[src/rtl/pwm_pkg.sv]
// Shared PWM definitions: current-limit FSM states and the PWM counter terminal value.
package pwm_pkg;

  typedef enum logic [1:0] {
    IDLE  = 2'd0,
    RUN   = 2'd1,
    LIMIT = 2'd2,
    FAULT = 2'd3
  } pwm_state_e;

  localparam logic [7:0] PWM_LAST_COUNT = 8'hFF;
  localparam logic [4:0] LIMIT_CNT_MAX  = 5'd31;

  function automatic logic [4:0] sat_inc5(input logic [4:0] v);
    return (v == LIMIT_CNT_MAX) ? v : v + 5'd1;
  endfunction

endpackage

[src/rtl/ilimit_ctl_if.sv]
// Bundle between the current-limit controller, the PWM stage and the host.
interface ilimit_ctl_if;

  logic       pwmcntce;
  logic [7:0] pwmcount;
  logic       ocin;
  logic       enablereq;
  logic       clearfault;
  logic       currentlimit;
  logic       enablepwm;
  logic       fault;
  logic [4:0] limitcnt;

  modport master (
    output pwmcntce, pwmcount, ocin, enablereq, clearfault,
    input  currentlimit, enablepwm, fault, limitcnt
  );

  modport slave (
    input  pwmcntce, pwmcount, ocin, enablereq, clearfault,
    output currentlimit, enablepwm, fault, limitcnt
  );

endinterface

[src/rtl/oc_filter.sv]
// Over-current comparator synchronizer plus run-length filter; trip means the
// synchronized comparator stayed high for FILT_LEN unblanked clocks.
module oc_filter #(
  parameter int FILT_LEN = 4
) (
  input  logic clk,
  input  logic rst_n,
  input  logic ocin,
  input  logic blank,
  output logic trip
);

  localparam int             CW       = $clog2(FILT_LEN + 1);
  localparam logic [CW-1:0]  FILT_MAX = CW'(FILT_LEN);

  logic          sync1;
  logic          ocs;
  logic [CW-1:0] filt_cnt;

  always_ff @(posedge clk or negedge rst_n) begin
    if (!rst_n) begin
      sync1 <= 1'b0;
      ocs   <= 1'b0;
    end else begin
      sync1 <= ocin;
      ocs   <= sync1;
    end
  end

  // Any low sample or blanking window restarts the run; saturating keeps trip steady.
  always_ff @(posedge clk or negedge rst_n) begin
    if (!rst_n) begin
      filt_cnt <= '0;
    end else if (!ocs || blank) begin
      filt_cnt <= '0;
    end else if (filt_cnt != FILT_MAX) begin
      filt_cnt <= filt_cnt + CW'(1);
    end
  end

  assign trip = (filt_cnt == FILT_MAX);

endmodule

[src/rtl/ilimit_ctl.sv]
// Cycle-by-cycle current limit controller: blanks, filters and limits each PWM
// period, and latches a fault after FAULT_PERIODS consecutive limited periods.
module ilimit_ctl
  import pwm_pkg::*;
#(
  parameter int BLANK_COUNTS  = 8,
  parameter int FILT_LEN      = 4,
  parameter int FAULT_PERIODS = 16
) (
  input logic         clk,
  input logic         rst_n,
  ilimit_ctl_if.slave bus
);

  pwm_state_e state_q, state_d;
  logic [4:0] cnt_q, cnt_d;
  logic       period_start;
  logic       blank;
  logic       trip;

  assign period_start = bus.pwmcntce && (bus.pwmcount == PWM_LAST_COUNT);
  assign blank        = 32'(bus.pwmcount) < BLANK_COUNTS;

  oc_filter #(.FILT_LEN(FILT_LEN)) u_filter (
    .clk   (clk),
    .rst_n (rst_n),
    .ocin  (bus.ocin),
    .blank (blank),
    .trip  (trip)
  );

  always_ff @(posedge clk or negedge rst_n) begin
    if (!rst_n) begin
      state_q <= IDLE;
      cnt_q   <= '0;
    end else begin
      state_q <= state_d;
      cnt_q   <= cnt_d;
    end
  end

  // Dropping enablereq wins over everything except a latched fault; trip wins over period_start.
  always_comb begin
    state_d = state_q;
    cnt_d   = cnt_q;
    case (state_q)
      IDLE: begin
        if (bus.enablereq && period_start) state_d = RUN;
      end
      RUN: begin
        if (!bus.enablereq) begin
          state_d = IDLE;
          cnt_d   = '0;
        end else if (trip) begin
          state_d = LIMIT;
        end else if (period_start) begin
          cnt_d = '0;
        end
      end
      LIMIT: begin
        if (!bus.enablereq) begin
          state_d = IDLE;
          cnt_d   = '0;
        end else if (period_start) begin
          cnt_d   = sat_inc5(cnt_q);
          state_d = (cnt_d >= 5'(FAULT_PERIODS)) ? FAULT : RUN;
        end
      end
      FAULT: begin
        if (bus.clearfault) begin
          state_d = IDLE;
          cnt_d   = '0;
        end
      end
      default: begin
        state_d = IDLE;
        cnt_d   = '0;
      end
    endcase
  end

  assign bus.enablepwm    = (state_q == RUN)   || (state_q == LIMIT);
  assign bus.currentlimit = (state_q == LIMIT) || (state_q == FAULT);
  assign bus.fault        = (state_q == FAULT);
  assign bus.limitcnt     = cnt_q;

endmodule

[src/flat_wrapper.sv]
// flat-port wrapper written by rule: the top's interface ports become plain ports
module ilimit_ctl_flat import pwm_pkg::*;
#(
  parameter int BLANK_COUNTS  = 8,
  parameter int FILT_LEN      = 4,
  parameter int FAULT_PERIODS = 16
)
  (clk, rst_n, bus_pwmcntce, bus_pwmcount, bus_ocin, bus_enablereq, bus_clearfault, bus_currentlimit, bus_enablepwm, bus_fault, bus_limitcnt);
  ilimit_ctl_if bus_i ();
  input logic clk;
  input logic rst_n;
  input wire logic [$bits(bus_i.pwmcntce)-1:0] bus_pwmcntce;
  input wire logic [$bits(bus_i.pwmcount)-1:0] bus_pwmcount;
  input wire logic [$bits(bus_i.ocin)-1:0] bus_ocin;
  input wire logic [$bits(bus_i.enablereq)-1:0] bus_enablereq;
  input wire logic [$bits(bus_i.clearfault)-1:0] bus_clearfault;
  output wire logic [$bits(bus_i.currentlimit)-1:0] bus_currentlimit;
  output wire logic [$bits(bus_i.enablepwm)-1:0] bus_enablepwm;
  output wire logic [$bits(bus_i.fault)-1:0] bus_fault;
  output wire logic [$bits(bus_i.limitcnt)-1:0] bus_limitcnt;
  assign bus_i.pwmcntce = bus_pwmcntce;
  assign bus_i.pwmcount = bus_pwmcount;
  assign bus_i.ocin = bus_ocin;
  assign bus_i.enablereq = bus_enablereq;
  assign bus_i.clearfault = bus_clearfault;
  assign bus_currentlimit = bus_i.currentlimit;
  assign bus_enablepwm = bus_i.enablepwm;
  assign bus_fault = bus_i.fault;
  assign bus_limitcnt = bus_i.limitcnt;
  ilimit_ctl #(.BLANK_COUNTS(BLANK_COUNTS), .FILT_LEN(FILT_LEN), .FAULT_PERIODS(FAULT_PERIODS)) u_core (.clk(clk), .rst_n(rst_n), .bus(bus_i));
endmodule
[config.mk]
export PLATFORM = sky130hd
export DESIGN_NAME = ilimit_ctl_flat
export DESIGN_NICKNAME = d
export VERILOG_FILES = /design/src/rtl/pwm_pkg.sv /design/src/rtl/ilimit_ctl_if.sv /design/src/rtl/oc_filter.sv /design/src/rtl/ilimit_ctl.sv /design/src/flat_wrapper.sv
export SDC_FILE = /design/constraint.sdc
export NUM_CORES = 1
export LEC_CHECK = 0
export BUFFER_PORTS_ARGS = -buffer_cell sky130_fd_sc_hd__buf_2
export CAP_MARGIN = 20
export CORE_ASPECT_RATIO = 1.5
export CORE_UTILIZATION = 25
export DETAILED_ROUTE_END_ITERATION = 7
export HOLD_SLACK_MARGIN = 0.06
export PLACE_DENSITY = 0.5
export SLEW_MARGIN = 5
export SYNTH_ARGS = -nofsm -noshare
export SYNTH_HDL_FRONTEND = slang
export SYNTH_SLANG_ARGS = --single-unit
[constraint.sdc]
create_clock -name clk -period 3.44 [get_ports clk]
set_input_delay 0 -clock clk [delete_from_list [all_inputs] [get_ports clk]]
set_output_delay 0 -clock clk [all_outputs]
set_load 0.01 [all_outputs]
==> impl_metrics.yaml <==
sta:
  finalSetupViolCount: 0
  fmax_ghz: 0.511
  slew_headroom: 0.719
  maxSlewViolCount: 0
  rsz0062_at_grt: "no"
  timing.final.crit_share: 0.569
  skew_ps: 0.709
  tightest_slew_ps: 416
  final-hold-violation-count: 0
  whs_ps: 118
  fin_tns_setup_ps: 0
  fin_crit_ps: 1960
synth:
  synthesis.area_um2: 790
  synth_cells: 84
  synthArstFlopShare: 1.00
  ys_warn_count: 0
  synth.distinct_cells: 34
  synth.avg_cell_area_um2: 9.40
  synth_seq_cells: 12
  ys.flop_type: "dfrtp_1"
  ys_seq_area_frac: 0.380
  synth_fp_nets: 105
  synth_edf_count: 0
critical_path:
  r2r_setup_slack_ps: 1480
  r2r-start: "u_core.state_q[0]"
  r2r-end: "u_core.bus.limitcnt[0]"
  crit_fanout: 7
  worstRegToRegCells: 6
  arrival_ps: 2080
  timing_worst_setup_path_type: "reg -> reg"
  worstPathRequired_ps: 3560
  start_kind: "flip-flop"
  cp-end-kind: "flip-flop"
run_status:
  status: "finished clean"
detailed_routing:
  vias: 686
  drt-wirelength-per-cell_um: 11.4
  drt-pass1-iter-count: 4
  vias_per_cell: 4.64
  dr.first_iter.drc_count: 6
  finalWirelength_um: 1690
  drc: 0
  antenna_left: 0
finish:
  final_cell_mix: "buf_2 (21), dfrtp_1 (12), nand2_1 (9), inv_1 (7), ha_1 (7)"
  synthToLayoutAreaGrowth_pct: 25.8
  seq_area_um2: 300
  drive_above_1_share: 0.303
  final_util: 0.338
  n_antenna_cell: 0
  fin_nets: 132
  multi_input_area_um2: 452
  nFillCells: 338
  mostFrequentLayoutCell: "buf_2"
clocking:
  cts_resized: 0
  cts_buffer_depth: 2
  cts.sinks: 12
  clk_latency_ps: 240
  path_clk_slew_ps: 50
  cts_tree: "done"
  cts_max_level: 1
  clockRootBuffer: "clkbuf_8"
  numCtsBuffers: 3
place:
  dp_hpwl_um: 1400
  io_buffers: 21
  place.gp.congestion: 0.784
global_route:
  grt_max_degree: 13
  grt.total_usage: 0.125
  grt_pass1_vias: 704
  antenna_found_initial: 0
  grt_pass1_wl_um: 3040
  grt-ovfl-total: 0
hold_path:
  hp-start: "bus_enablereq"
  hold_end: "u_core.state_q[0]"
  whs_path_depth: 3
  hold_path.class: "in -> reg"
power:
  peakVddDrop_mv: 0.202
  leakagePower_nw: 0.472
  power_density_nw_per_um2: 314
floorplanning:
  dieArea_um2: 3390
  ioPinCount: 22
  fp.dieH_um: 70.8
  die_w_um: 47.9
  initial_core_util: 0.268
  core_um2: 2940
  rows: 24
run:
  drv_cap: 0
==> cells by family (layout without fill, tap and decap cells) <==
group	after synthesis	in the layout	share of synthesized area
simple gates	37	37	0.285
compound gates	18	18	0.146
flops	12	12	0.380
buf+inv	8	33	0.0475
fa+ha+maj	7	7	0.111
xor+xnor	1	1	0.0111
mux	1	1	0.0190
==> where the power goes <==
| group | internal, mW | switching [mW] |
|---|---|---|
| Clock | 0.0770 | 0.0492 |
| Combinational | 0.0157 | 0.0185 |
| Sequential | 0.147 | 0.00461 |
| Total | 0.240 | 0.0723 |
==> per-stage QoR <==
| step | setup slack [ps] | total power, mW | std cells | area (um^2) |
|---|---|---|---|---|
| after floorplan | 1580 | 0.171 | 84 | 790 |
| after global placement | 1520 | 0.186 | 143 | 932 |
| after detailed placement | 1490 | 0.187 | 143 | 932 |
| after CTS | 1470 | 0.320 | 148 | 993 |
| after global routing | 1360 | 0.328 | 148 | 993 |
| final | 1480 | 0.312 | 148 | 993 |
==> per-layer routing <==
metal	vias up	routed length, um	track usage
li1	347	-	-
met1	321	709	0.146
met4	0	37	0.0556
met5	-	0	0
met3	4	51	0.0306
met2	14	887	0.204
==> flip-flops by register name, indices dropped and copies added (netlist names) <==
name                      count
u_core.bus.limitcnt           5
u_core.u_filter.sync1         1
u_core.u_filter.ocs           1
u_core.state_q                2
u_core.u_filter.filt_cnt      3
==> worst max path at each step <==
stage	start	to	slack, ps	cells past startpoint
6_report	u_core.state_q[0]	u_core.bus.limitcnt[0]	1480	6
5_1_grt	u_core.state_q[0]	u_core.bus.limitcnt[0]	1360	6
4_1_cts	u_core.state_q[0]	u_core.bus.limitcnt[0]	1470	6
3_5_place_dp	u_core.state_q[0]	u_core.bus.limitcnt[0]	1490	6
3_3_place_gp	u_core.state_q[0]	u_core.bus.limitcnt[0]	1520	6
2_1_floorplan	u_core.state_q[0]	u_core.bus.limitcnt[0]	1580	7
==> synth_stat cells, types with 2 or more instances <==
library cell | number | area (um^2)
dfrtp_1 | 12 | 300
nand2_1 | 9 | 33.8
ha_1 | 7 | 87.6
inv_1 | 7 | 26.3
a21oi_1 | 6 | 30.0
nor2_1 | 5 | 18.8
nand3_1 | 4 | 20.0
nor3_1 | 4 | 20.0
a22oi_1 | 2 | 15.0
and3_1 | 2 | 12.5
o21ai_0 | 2 | 10.0
o21ai_1 | 2 | 10.0
==> layout make-up <==
type                       instances  area share
clock buffer                       3      0.0416
inverter                           7      0.0264
multi-input combinational         64       0.455
sequential                        12       0.302
tap                               39      0.0491
timing repair buffer              23       0.126
==> critical path, stage by stage (launching register included) <==
cell and delay (ps):
dfrtp_1 420, ha_1 240, nor2b_4 130, or2_0 330, nor3_4 360, o21ai_2 100
mux2_4 260
==> timing repair <==
item,CTS,global route
hold buffers,2,0
buffers inserted,0,0
endpoints found under the hold margin,13,0
(Power assumes the default switching activity.)
